[src/rtl/regfile_pkg.sv]
// regfile_pkg: shared defaults and helpers for register_file_sb.
// Contents: DEFAULT_WIDTH / DEFAULT_DEPTH parameter defaults and in_range(),
// which tells whether an address selects an existing register (DEPTH need not
// be a power of two, so some encodable addresses are unused).
package regfile_pkg;

    localparam int DEFAULT_WIDTH = 10;
    localparam int DEFAULT_DEPTH = 4;

    function automatic logic in_range(input int unsigned addr, input int unsigned depth);
        return addr < depth;
    endfunction

endpackage

[src/rtl/register_file_sb_if.sv]
// register_file_sb_if: decoder/write-back bus of the scoreboarded register file.
// Signals: D/ENW/WRA write port, RSV/RSVA reserve port, ENR0/RDA0 and
// ENR1/RDA1 read requests, Q0/Q1 read data, BUSY0/BUSY1 pending flags of the
// addressed registers, PEND full pending vector.
// Modports: master (decoder / bus side), slave (register file side).
interface register_file_sb_if #(
    parameter int WIDTH = 10,
    parameter int DEPTH = 4,
    parameter int AW    = $clog2(DEPTH)
) ();

    logic [WIDTH-1:0] D;
    logic             ENW;
    logic [AW-1:0]    WRA;
    logic             RSV;
    logic [AW-1:0]    RSVA;
    logic             ENR0;
    logic             ENR1;
    logic [AW-1:0]    RDA0;
    logic [AW-1:0]    RDA1;
    logic [WIDTH-1:0] Q0;
    logic [WIDTH-1:0] Q1;
    logic             BUSY0;
    logic             BUSY1;
    logic [DEPTH-1:0] PEND;

    modport master (
        output D, ENW, WRA, RSV, RSVA, ENR0, ENR1, RDA0, RDA1,
        input  Q0, Q1, BUSY0, BUSY1, PEND
    );

    modport slave (
        input  D, ENW, WRA, RSV, RSVA, ENR0, ENR1, RDA0, RDA1,
        output Q0, Q1, BUSY0, BUSY1, PEND
    );

endinterface

[src/rtl/rf_read_port.sv]
// rf_read_port: one combinational read port of register_file_sb.
// Ports: en_i/addr_i read request, regs_i/pend_i register and pending state,
// wr_en_i/wr_addr_i/wr_data_i current write (only with REGFILE_BYPASS_EN),
// q_o read data, busy_o pending flag of the addressed register.
// Disabled or out-of-range reads return zero data and not busy.
// REGFILE_BYPASS_EN: a same-cycle write to the addressed register is
// forwarded, and the port reports not busy because that write retires it.
module rf_read_port
    import regfile_pkg::*;
#(
    parameter int WIDTH = DEFAULT_WIDTH,
    parameter int DEPTH = DEFAULT_DEPTH,
    parameter int AW    = $clog2(DEPTH)
) (
    input  logic             en_i,
    input  logic [AW-1:0]    addr_i,
    input  logic [WIDTH-1:0] regs_i [DEPTH],
    input  logic [DEPTH-1:0] pend_i,
`ifdef REGFILE_BYPASS_EN
    input  logic             wr_en_i,
    input  logic [AW-1:0]    wr_addr_i,
    input  logic [WIDTH-1:0] wr_data_i,
`endif
    output logic [WIDTH-1:0] q_o,
    output logic             busy_o
);

    logic hit;

    assign hit = en_i && in_range(32'(addr_i), DEPTH);

`ifdef REGFILE_BYPASS_EN
    logic fwd;

    // A reservation in the same cycle only lands after the edge, so forwarding
    // always reports not busy.
    assign fwd    = wr_en_i && in_range(32'(wr_addr_i), DEPTH) && wr_addr_i == addr_i;
    assign q_o    = !hit ? '0 : fwd ? wr_data_i : regs_i[addr_i];
    assign busy_o = hit && !fwd && pend_i[addr_i];
`else
    assign q_o    = hit ? regs_i[addr_i] : '0;
    assign busy_o = hit && pend_i[addr_i];
`endif

endmodule

[src/rtl/register_file_sb.sv]
// register_file_sb: DEPTH x WIDTH register file with a pending scoreboard.
// Ports: CLKb clock (state changes on the falling edge), Resetb synchronous
// active-low reset, bus slave modport carrying the write, reserve and two
// read ports plus the PEND vector.
// A write clears the pending bit of its register; a reserve sets it, and a
// reserve wins over a write to the same register on the same edge.
// REGFILE_BYPASS_EN: enables write-through forwarding in both read ports.
module register_file_sb
    import regfile_pkg::*;
#(
    parameter int WIDTH = DEFAULT_WIDTH,
    parameter int DEPTH = DEFAULT_DEPTH,
    parameter int AW    = $clog2(DEPTH)
) (
    input logic                 CLKb,
    input logic                 Resetb,
    register_file_sb_if.slave   bus
);

    logic [WIDTH-1:0] regs_q [DEPTH];
    logic [WIDTH-1:0] regs_d [DEPTH];
    logic [DEPTH-1:0] pend_q;
    logic [DEPTH-1:0] pend_d;
    logic             wr_ok;
    logic             rsv_ok;

    assign wr_ok  = bus.ENW && in_range(32'(bus.WRA), DEPTH);
    assign rsv_ok = bus.RSV && in_range(32'(bus.RSVA), DEPTH);

    always_comb begin
        for (int i = 0; i < DEPTH; i++) begin
            regs_d[i] = (wr_ok && bus.WRA == AW'(i)) ? bus.D : regs_q[i];
            pend_d[i] = (rsv_ok && bus.RSVA == AW'(i)) || (pend_q[i] && !(wr_ok && bus.WRA == AW'(i)));
        end
    end

    always_ff @(negedge CLKb) begin
        if (!Resetb) begin
            regs_q <= '{default: '0};
            pend_q <= '0;
        end else begin
            regs_q <= regs_d;
            pend_q <= pend_d;
        end
    end

    assign bus.PEND = pend_q;

    rf_read_port #(.WIDTH(WIDTH), .DEPTH(DEPTH)) u_rp0 (
        .en_i      (bus.ENR0),
        .addr_i    (bus.RDA0),
        .regs_i    (regs_q),
        .pend_i    (pend_q),
`ifdef REGFILE_BYPASS_EN
        .wr_en_i   (bus.ENW),
        .wr_addr_i (bus.WRA),
        .wr_data_i (bus.D),
`endif
        .q_o       (bus.Q0),
        .busy_o    (bus.BUSY0)
    );

    rf_read_port #(.WIDTH(WIDTH), .DEPTH(DEPTH)) u_rp1 (
        .en_i      (bus.ENR1),
        .addr_i    (bus.RDA1),
        .regs_i    (regs_q),
        .pend_i    (pend_q),
`ifdef REGFILE_BYPASS_EN
        .wr_en_i   (bus.ENW),
        .wr_addr_i (bus.WRA),
        .wr_data_i (bus.D),
`endif
        .q_o       (bus.Q1),
        .busy_o    (bus.BUSY1)
    );

endmodule

[src/flat_wrapper.sv]
// flat-port wrapper written by rule: the top's interface ports become plain ports
module register_file_sb_flat import regfile_pkg::*;
#(
    parameter int WIDTH = DEFAULT_WIDTH,
    parameter int DEPTH = DEFAULT_DEPTH,
    parameter int AW    = $clog2(DEPTH)
)
  (CLKb, Resetb, bus_D, bus_ENW, bus_WRA, bus_RSV, bus_RSVA, bus_ENR0, bus_ENR1, bus_RDA0, bus_RDA1, bus_Q0, bus_Q1, bus_BUSY0, bus_BUSY1, bus_PEND);
  register_file_sb_if #(.WIDTH(WIDTH), .DEPTH(DEPTH), .AW(AW)) bus_i ();
  input logic CLKb;
  input logic Resetb;
  input wire logic [$bits(bus_i.D)-1:0] bus_D;
  input wire logic [$bits(bus_i.ENW)-1:0] bus_ENW;
  input wire logic [$bits(bus_i.WRA)-1:0] bus_WRA;
  input wire logic [$bits(bus_i.RSV)-1:0] bus_RSV;
  input wire logic [$bits(bus_i.RSVA)-1:0] bus_RSVA;
  input wire logic [$bits(bus_i.ENR0)-1:0] bus_ENR0;
  input wire logic [$bits(bus_i.ENR1)-1:0] bus_ENR1;
  input wire logic [$bits(bus_i.RDA0)-1:0] bus_RDA0;
  input wire logic [$bits(bus_i.RDA1)-1:0] bus_RDA1;
  output wire logic [$bits(bus_i.Q0)-1:0] bus_Q0;
  output wire logic [$bits(bus_i.Q1)-1:0] bus_Q1;
  output wire logic [$bits(bus_i.BUSY0)-1:0] bus_BUSY0;
  output wire logic [$bits(bus_i.BUSY1)-1:0] bus_BUSY1;
  output wire logic [$bits(bus_i.PEND)-1:0] bus_PEND;
  assign bus_i.D = bus_D;
  assign bus_i.ENW = bus_ENW;
  assign bus_i.WRA = bus_WRA;
  assign bus_i.RSV = bus_RSV;
  assign bus_i.RSVA = bus_RSVA;
  assign bus_i.ENR0 = bus_ENR0;
  assign bus_i.ENR1 = bus_ENR1;
  assign bus_i.RDA0 = bus_RDA0;
  assign bus_i.RDA1 = bus_RDA1;
  assign bus_Q0 = bus_i.Q0;
  assign bus_Q1 = bus_i.Q1;
  assign bus_BUSY0 = bus_i.BUSY0;
  assign bus_BUSY1 = bus_i.BUSY1;
  assign bus_PEND = bus_i.PEND;
  register_file_sb #(.WIDTH(WIDTH), .DEPTH(DEPTH), .AW(AW)) u_core (.CLKb(CLKb), .Resetb(Resetb), .bus(bus_i));
endmodule
[config.mk]
export PLATFORM = sky130hd
export DESIGN_NAME = register_file_sb_flat
export DESIGN_NICKNAME = d
export VERILOG_FILES = /design/src/rtl/regfile_pkg.sv /design/src/rtl/register_file_sb_if.sv /design/src/rtl/rf_read_port.sv /design/src/rtl/register_file_sb.sv /design/src/flat_wrapper.sv
export SDC_FILE = /design/constraint.sdc
export NUM_CORES = 1
export LEC_CHECK = 0
export BUFFER_PORTS_ARGS = -buffer_cell sky130_fd_sc_hd__buf_2
export CORE_MARGIN = 1.5
export CORE_UTILIZATION = 35
export CTS_CLUSTER_DIAMETER = 150
export DETAILED_ROUTE_END_ITERATION = 12
export PLACE_DENSITY_LB_ADDON = 0.05
export SYNTH_ARGS = -nofsm -noshare
export SYNTH_HDL_FRONTEND = slang
export SYNTH_SLANG_ARGS = --single-unit
[constraint.sdc]
create_clock -name CLKb -period 1.1 [get_ports CLKb]
set_input_delay 0.055 -clock CLKb [delete_from_list [all_inputs] [get_ports CLKb]]
set_output_delay 0.055 -clock CLKb [all_outputs]
set_load 0.005 [all_outputs]
==> impl_metrics.json, run 1 <==
{
  "status": "finished with violations",
  "violations": "setup timing",
  "yosysUniqueCellTypes": 20,
  "critical_path.top_delay_family": "flip-flops",
  "h-tree-depth": 2,
  "antenna_found_initial": 0,
  "ioPinCount": 50,
  "clkTransAtPathRegs_ns": 0.05,
  "vias": 2137,
  "n_fill_cell": 652,
  "start_util_pct": 36.1,
  "power_frac_clock_pct": 40.1,
  "skew_ns": 0,
  "leakage_nw": 1.79,
  "irDropWorstVdd_uv": 765,
  "root_buffer": "clkbuf_8",
  "syn_area_per_cell_um2": 9.58,
  "setup-tns-final_ns": -15.41,
  "crit_path_max_fanout": 3,
  "track_usage_pct": 18.4,
  "crit_chain": "mux2i_1, o22ai_1, buf_2",
  "clock-sinks": 44,
  "p_int_w": 0.00264,
  "crit_type": "flip-flop to output port",
  "slowest_delay_ns": 0.35,
  "cts_buffer_depth": 2,
  "max-cap-violations": 0,
  "io_buffer_count": 49,
  "p_per_area_nw_per_um2": 1170,
  "rows": 29,
  "relSlewSlack_pct": 79.0,
  "gp_congestion": 0.709,
  "synth-seq-cells": 44,
  "finalWirelength_mm": 6.18,
  "setup_viol": 58,
  "maxSlewViolCount": 0,
  "drtPass1Iterations": 4,
  "wl_per_cell_um": 14.3,
  "grt_max_degree": 33,
  "clock_latency_ns": 0.37,
  "cts-buffers-inserted": 5,
  "area_growth_syn_to_layout_pct": 45.9,
  "ys.warnings.count": 0,
  "synth_seq_area_share_pct": 38.6,
  "netlist_area_um2": 2280,
  "die_x_um": 83.7,
  "nets": 378,
  "dpl.hpwl_mm": 4.07,
  "hold_viol": 0,
  "die_h_um": 83.7,
  "die_area_um2": 7010,
  "first_iter_violations": 79,
  "synth_nets": 262,
  "cp-end-kind": "output port",
  "slowest_stage": "dfxtp_2",
  "drc": 0,
  "combPwrFrac_pct": 15.6,
  "grt-ovfl-total": 0,
  "cts_tree": "built",
  "drive_gt1_share_pct": 38.0,
  "diodes": 0,
  "worstPathRequired_ns": 1.04,
  "grt_pass1_wl_mm": 10.3,
  "cp_num_buf_inv": 1,
  "synth_cells": 238,
  "grt_setup_unrepaired": "true",
  "power_frac_seq_pct": 44.3,
  "tightest_slew_ns": 0.311,
  "vias_per_cell": 4.95,
  "p_sw_share_pct": 32.1,
  "worstSetupStartpointType": "flip-flop",
  "grt_pass1_vias": 2251,
  "mostFrequentLayoutCells": "mux2i_1, nand2_1, inv_1",
  "cp.arrival_ns": 1.64,
  "final_antenna_net_count": 0,
  "final_common_cell": "mux2i_1",
  "coreArea_um2": 6310,
  "hp-class": "flip-flop to flip-flop",
  "cts_hold_buf": 0,
  "finalWorstSetupSlack_ns": -0.593,
  "p_sw_w": 0.00125,
  "fin_util_pct": 52.7
}
==> Yosys cell counts <==
cell type   n  area (um^2)
mux2i_1    84          841
nand2_1    53          199
dfxtp_1    44          881
o22ai_1    22          138
buf_2      12         60.1
clkbuf_1    5         18.8
a31o_2      3         26.3
buf_4       2         15.0
nand2b_1    2         12.5
and3b_2     1         10.0
and4_1      1         8.76
and4b_1     1         10.0
buf_6       1         11.3
inv_1       1         3.75
nand3_1     1         5.00
nand3b_1    1         7.51
nand4b_1    1         8.76
nor4bb_1    1         10.0
o21ai_0     1         5.00
or3b_1      1         8.76
==> kinds of logic (layout without fill, tap and decap cells) <==
logic type / count (synthesis) / after routing / share of synthesized area [%]
buffers and inverters: 21 / 138 / 4.77
AOI/OAI and AO/OA: 26 / 26 / 7.41
muxes: 84 / 84 / 36.9
DFF: 44 / 44 / 38.6
and+or+nand+nor: 63 / 63 / 12.3
==> registers in the layout (all words and copies together) (netlist names) <==
name	cells
u_core.bus.PEND	4
u_core.regs_q	40
==> layout make-up <==
type / instances / area (um^2) / area share [%]
Sequential cell: 44 / 927 / 27.9
Multi-Input combinational cell: 173 / 1310 / 39.5
Clock buffer: 5 / 68.8 / 2.07
Timing Repair Buffer: 86 / 742 / 22.3
Tap cell: 77 / 96.3 / 2.90
Clock inverter: 47 / 178 / 5.34
==> per-layer routing <==
layer	GRT usage [%]	part of all wire (%)	vias up
li1	-	-	1085
met4	10.1	2.3	0
met3	6.13	3.8	14
met2	29.7	47	49
met5	0	0	-
met1	21.5	46	989
==> metrics by stage <==
| stage | worst slack [ns] | power (W) | cells | hold WS (ns) | instance area, um^2 |
|---|---|---|---|---|---|
| floorplan | -0.268 | 0.00229 | 238 | 0.241 | 2320 |
| global placement | -0.433 | 0.00253 | 374 | 0.461 | 2860 |
| detailed placement | -0.443 | 0.00253 | 374 | 0.469 | 2860 |
| CTS | -0.607 | 0.00397 | 428 | 0.475 | 3270 |
| global route | -0.692 | 0.00427 | 432 | 0.492 | 3330 |
| finish | -0.593 | 0.00389 | 432 | 0.468 | 3330 |
==> final timing paths <==
check / start / to / slack [ns] / cells past startpoint
max: u_core.bus.PEND[0] / bus_BUSY1 / -0.59 / 3
min: u_core.regs_q[30] / u_core.regs_q[30] / 0.47 / 2
max reg2reg: u_core.bus.PEND[2] / u_core.bus.PEND[2] / 0.22 / 3
min reg2reg: u_core.regs_q[30] / u_core.regs_q[30] / 0.47 / 2
==> repair_timing <==
| item | in CTS | in global routing |
|---|---|---|
| gates cloned | 1 | 0 |
| buffers inserted | 2 | 6 |
| hold endpoints to repair | 0 | 0 |
| endpoints found under the setup margin | 59 | 60 |
| gates resized for setup | 44 | 13 |
| pin swaps | 10 | 7 |
==> tightest hold or removal path, delay by kind of cell, from the launching register on <==
family | cells | cell delay, ns
flip-flops | 1 | 0.31
AND/OR/NAND/NOR | 1 | 0.06
multiplexers | 1 | 0.05
==> power by group through the flow <==
stage,logic (W),clock network [W],registers [W]
2_1_floorplan,0.000314,0.000249,0.00173
3_3_place_gp,0.000543,0.000249,0.00173
3_5_place_dp,0.000546,0.000249,0.00173
4_1_cts,0.000595,0.00165,0.00172
5_1_grt,0.000651,0.00190,0.00172
6_report,0.000605,0.00156,0.00172
Note: power is estimated with default switching activity, not from simulation.
==> inputs of run 2 (changes only) <==
--- a/config.mk
+++ b/config.mk
@@ -7,10 +7,10 @@
 export LEC_CHECK = 0
 export BUFFER_PORTS_ARGS = -buffer_cell sky130_fd_sc_hd__buf_2
 export CORE_MARGIN = 1.5
-export CORE_UTILIZATION = 35
+export CORE_UTILIZATION = 50
 export CTS_CLUSTER_DIAMETER = 150
 export DETAILED_ROUTE_END_ITERATION = 12
-export PLACE_DENSITY_LB_ADDON = 0.05
+export PLACE_DENSITY = 0.76
 export SYNTH_ARGS = -nofsm -noshare
 export SYNTH_HDL_FRONTEND = slang
 export SYNTH_SLANG_ARGS = --single-unit
==> run 2 against run 1 <==
Effect of this change: the flow still finishes with violations (setup timing); clock skew unchanged; utilization increased by 24 points; global-route usage up 9.9 points; design area grew 0.64%; count of clock-buffer cells in the layout stayed put; sequential cell count did not move; worst hold slack improved by 0.011 ns; critical endpoint is now bus_BUSY0; largest power group is now clock; highest routed layer unchanged.
==> impl_metrics.json, run 2 (same netlist as run 1, synthesis figures left out) <==
{
  "p_per_area_nw_per_um2": 1250,
  "tightest_slew_ns": 0.438,
  "max-cap-violations": 0,
  "leakage_nw": 1.82,
  "vias_per_cell": 5.58,
  "cts_buffer_depth": 2,
  "dpl.hpwl_mm": 4.03,
  "violations": "setup timing",
  "setup-tns-final_ns": -16.88,
  "skew_ns": 0,
  "final_common_cell": "mux2i_1",
  "die_h_um": 70.5,
  "coreArea_um2": 4380,
  "grt-ovfl-total": 0,
  "start_util_pct": 52.0,
  "gp_congestion": 0.747,
  "die_x_um": 70.5,
  "cp.arrival_ns": 1.77,
  "crit_type": "flip-flop to output port",
  "largest_register_ffs": 40,
  "fin_hold_ws_ns": 0.479,
  "io_buffer_count": 49,
  "worstSetupStartpointType": "flip-flop",
  "nets": 384,
  "n_fill_cell": 287,
  "grt_setup_unrepaired": "true",
  "max_flop_register": "u_core.regs_q",
  "clock_latency_ns": 0.41,
  "diodes": 0,
  "grt_pass1_wl_mm": 11.0,
  "post_layout_nonfiller_instances": 413,
  "worstPathRequired_ns": 1.04,
  "grt_max_degree": 32,
  "hold_viol": 0,
  "grt_pass1_vias": 2365,
  "cp-end-kind": "output port",
  "root_buffer": "clkbuf_8",
  "rows": 24,
  "cts_hold_buf": 0,
  "hp-class": "flip-flop to flip-flop",
  "die_area_um2": 4970,
  "maxSlewViolCount": 0,
  "finalWorstSetupSlack_ns": -0.727,
  "antenna_found_initial": 0,
  "drive_gt1_share_pct": 38.8,
  "final_antenna_net_count": 0,
  "cts-buffers-inserted": 5,
  "setup_viol": 59,
  "place_worst_setup_slack_ns": -0.438,
  "place_inst": 352,
  "mostFrequentLayoutCells": "mux2i_1, nand2_1, inv_1",
  "irDropWorstVdd_uv": 1050,
  "ioPinCount": 50,
  "clock-sinks": 44,
  "vias": 2304,
  "drtPass1Iterations": 4,
  "relSlewSlack_pct": 70.4,
  "crit_path_max_fanout": 3,
  "drc": 0,
  "clkTransAtPathRegs_ns": 0.09,
  "status": "finished with violations",
  "cts_tree": "built",
  "finalWirelength_mm": 7.15,
  "wl_per_cell_um": 17.3,
  "h-tree-depth": 2,
  "track_usage_pct": 28.3,
  "first_iter_violations": 128,
  "area_growth_syn_to_layout_pct": 46.8
}
-- run 2: layout make-up --
cell class / instances / area (um^2) / share of cell area (%)
sequential: 44 / 921 / 27.5
tap: 52 / 65.1 / 1.94
clock buffer: 5 / 68.8 / 2.06
multi-input combinational: 173 / 1320 / 39.5
clock inverter: 47 / 189 / 5.64
timing repair buffer: 92 / 782 / 23.4
-- run 2: metal layers --
metal / track usage [%] / routed length [um] / vias to the layer above
li1: - / - / 1095
met1: 32.8 / 2990 / 1113
met2: 46.5 / 3600 / 81
met3: 9.09 / 378 / 15
met4: 15.0 / 182 / 0
met5: 0 / 0 / -
-- run 2: worst max-delay path, stage by stage (launching register included) --
cell	delay, ns
dfxtp_2	0.38
mux2i_1	0.10
o22ai_1	0.18
buf_2	0.15
-- run 2: stage by stage --
stage               power, W  instance area (um^2)  utilization [%]
finish               0.00417                  3350             76.3
global route         0.00443                  3350             76.3
CTS                  0.00412                  3280             74.7
detailed placement   0.00252                  2830             64.6
global placement     0.00250                  2830             64.6
floorplan            0.00229                  2320                -
-- run 2: final timing paths --
check / start / to / slack [ns] / cells after the start
max reg2reg: u_core.bus.PEND[2] / u_core.bus.PEND[2] / 0.07 / 4
max: u_core.bus.PEND[0] / bus_BUSY0 / -0.73 / 3
min reg2reg: u_core.regs_q[18] / u_core.regs_q[18] / 0.48 / 2
min: u_core.regs_q[18] / u_core.regs_q[18] / 0.48 / 2
-- run 2: power by group --
group / switching (W) / internal (W)
logic: 0.000298 / 0.000337
registers: 0.0000500 / 0.00167
clock network: 0.00114 / 0.000676
-- run 2: timing repair --
action / 4_1_cts / 5_1_grt
resized for setup: 40 / 16
pin swaps: 10 / 5
cloned: 2 / 0
endpoints found under the setup margin: 54 / 61
setup buffers: 4 / 7
==> inputs of run 3 (changes only) <==
--- a/config.mk
+++ b/config.mk
@@ -11,6 +11,7 @@
 export CTS_CLUSTER_DIAMETER = 150
 export DETAILED_ROUTE_END_ITERATION = 12
 export PLACE_DENSITY = 0.76
+export REMOVE_ABC_BUFFERS = 1
 export SYNTH_ARGS = -nofsm -noshare
 export SYNTH_HDL_FRONTEND = slang
 export SYNTH_SLANG_ARGS = --single-unit
==> run 3 against run 2 <==
Effect of this change: the run still ends with setup timing left; power up 6.9%; sequential cell count stayed put; count of clock-buffer cells in the layout unchanged; global-route usage fell by 1.2 points; critical endpoint is now bus_Q0[4]; register-to-register slack gained 0.22 ns; largest power group unchanged; combinational power shrank 11%; first-iteration DRC count grew 28%; non-clock buffer count decreased by 14; clock power is 19% higher; sequential power is essentially flat.
==> impl_metrics.json, run 3 (same netlist as run 1, synthesis figures left out) <==
{
  "die_x_um": 70.5,
  "finalWorstSetupSlack_ns": -0.669,
  "hp-class": "flip-flop to flip-flop",
  "h-tree-depth": 2,
  "n_fill_cell": 322,
  "timing.rr.end": "u_core.bus.PEND[0]",
  "r2r-start": "u_core.bus.PEND[0]",
  "worstPathRequired_ns": 1.04,
  "slowest_delay_ns": 0.35,
  "maxSlewViolCount": 0,
  "vias": 2233,
  "grt_setup_unrepaired": "true",
  "final_antenna_net_count": 0,
  "diodes": 0,
  "setup-tns-final_ns": -15.34,
  "cp-end-kind": "output port",
  "vias_per_cell": 5.60,
  "clock-sinks": 44,
  "hold_viol": 0,
  "nets": 370,
  "grt_max_degree": 38,
  "cp.arrival_ns": 1.71,
  "crit_path_max_fanout": 3,
  "grt-ovfl-total": 0,
  "area_growth_syn_to_layout_pct": 41.2,
  "grt_pass1_vias": 2340,
  "drive_gt1_share_pct": 38.3,
  "clock_latency_ns": 0.37,
  "root_buffer": "clkbuf_8",
  "hold_path_end": "u_core.regs_q[28]",
  "final_common_cell": "mux2i_1",
  "max-cap-violations": 0,
  "drc": 0,
  "violations": "setup timing",
  "mostFrequentLayoutCells": "mux2i_1, nand2_1, inv_1, buf_2, dfxtp_2",
  "drtPass1Iterations": 4,
  "irDropWorstVdd_uv": 904,
  "wl_per_cell_um": 16.2,
  "gp_congestion": 0.792,
  "critical_path.top_delay_family": "flip-flops",
  "rr_worst_depth": 2,
  "track_usage_pct": 27.1,
  "cp_num_buf_inv": 1,
  "max_flop_register": "u_core.regs_q",
  "tightest_slew_ns": 0.307,
  "setup_viol": 54,
  "p_per_area_nw_per_um2": 1390,
  "worstSetupStartpointType": "flip-flop",
  "first_iter_violations": 164,
  "p_total_w": 0.00446,
  "status": "finished with violations",
  "finalWirelength_mm": 6.45,
  "grt_pass1_wl_mm": 10.5,
  "cts_buffer_depth": 2,
  "crit_type": "flip-flop to output port",
  "crit_chain": "mux2i_1, o22ai_1, buf_2",
  "skew_ns": 0,
  "rows": 24,
  "slowest_stage": "dfxtp_2",
  "coreArea_um2": 4380,
  "relSlewSlack_pct": 79.2,
  "clkTransAtPathRegs_ns": 0.04,
  "dpl.hpwl_mm": 4.04,
  "rrSetupSlack_ns": 0.29,
  "die_area_um2": 4970,
  "hold_depth": 2,
  "ioPinCount": 50,
  "io_buffer_count": 49,
  "antenna_found_initial": 0,
  "die_h_um": 70.5,
  "start_util_pct": 52.0,
  "cts-buffers-inserted": 5,
  "hp-start": "u_core.regs_q[28]",
  "leakage_nw": 1.74,
  "cts_tree": "built",
  "largest_register_ffs": 40
}
-- run 3: cell types whose count changed in the layout (fill, tap and decap cells not counted), sizes merged --
cell,delta
buf,-14
bufinv,+2
inv,-2
-- run 3: worst register-to-register path: stages (launching register included) --
cell and delay (ns):
dfxtp_4 0.35, buf_4 0.13, a31o_2 0.22
-- run 3: cell type report --
type | count | area, um^2 | share of cell area, %
tap | 52 | 65.1 | 2.02
multi-input combinational | 173 | 1310 | 40.6
clock buffer | 5 | 68.8 | 2.14
clock inverter | 47 | 234 | 7.27
sequential | 44 | 932 | 29.0
timing repair buffer | 78 | 613 | 19.1
-- run 3: routing by layer --
layer	up-vias	GRT usage (%)	wire length, um
met1	1069	28.9	2550
met2	84	47.5	3410
li1	1070	-	-
met5	-	0	0
met3	10	9.67	405
met4	0	13.0	85
-- run 3: power breakdown --
group | total [W] | switching [W] | internal, W
combinational | 0.000562 | 0.000273 | 0.000290
sequential | 0.00172 | 0.0000501 | 0.00167
clock | 0.00217 | 0.00105 | 0.00112
total | 0.00446 | 0.00137 | 0.00309
-- run 3: worst max-delay path by stage --
| stage | from | depth (start not counted) | slack, ns | end |
|---|---|---|---|---|
| 2_1_floorplan | bus_WRA[1] | 2 | -0.52 | u_core.bus.PEND[0] |
| 3_3_place_gp | bus_WRA[1] | 4 | -0.50 | u_core.regs_q[31] |
| 3_5_place_dp | bus_WRA[1] | 4 | -0.52 | u_core.regs_q[31] |
| 4_1_cts | u_core.regs_q[4] | 3 | -0.65 | bus_Q1[4] |
| 5_1_grt | u_core.regs_q[14] | 3 | -0.69 | bus_Q0[4] |
| 6_report | u_core.regs_q[34] | 3 | -0.67 | bus_Q0[4] |
-- run 3: timing repair --
item,CTS,global route
resized for setup,49,11
buffers inserted,1,1
gates cloned,1,0
pin swaps,8,6
hold buffers,0,0
endpoints found under the setup margin,59,50
-- run 3: stage by stage --
step	instances	cell area [um^2]	setup WS [ns]	util (%)	hold slack (ns)
2_1_floorplan	218	2170	-0.518	-	0.288
3_3_place_gp	346	2760	-0.499	63.0	0.466
3_5_place_dp	346	2760	-0.516	63.0	0.476
4_1_cts	399	3200	-0.652	72.9	0.476
5_1_grt	399	3220	-0.693	73.4	0.488
6_report	399	3220	-0.669	73.4	0.474
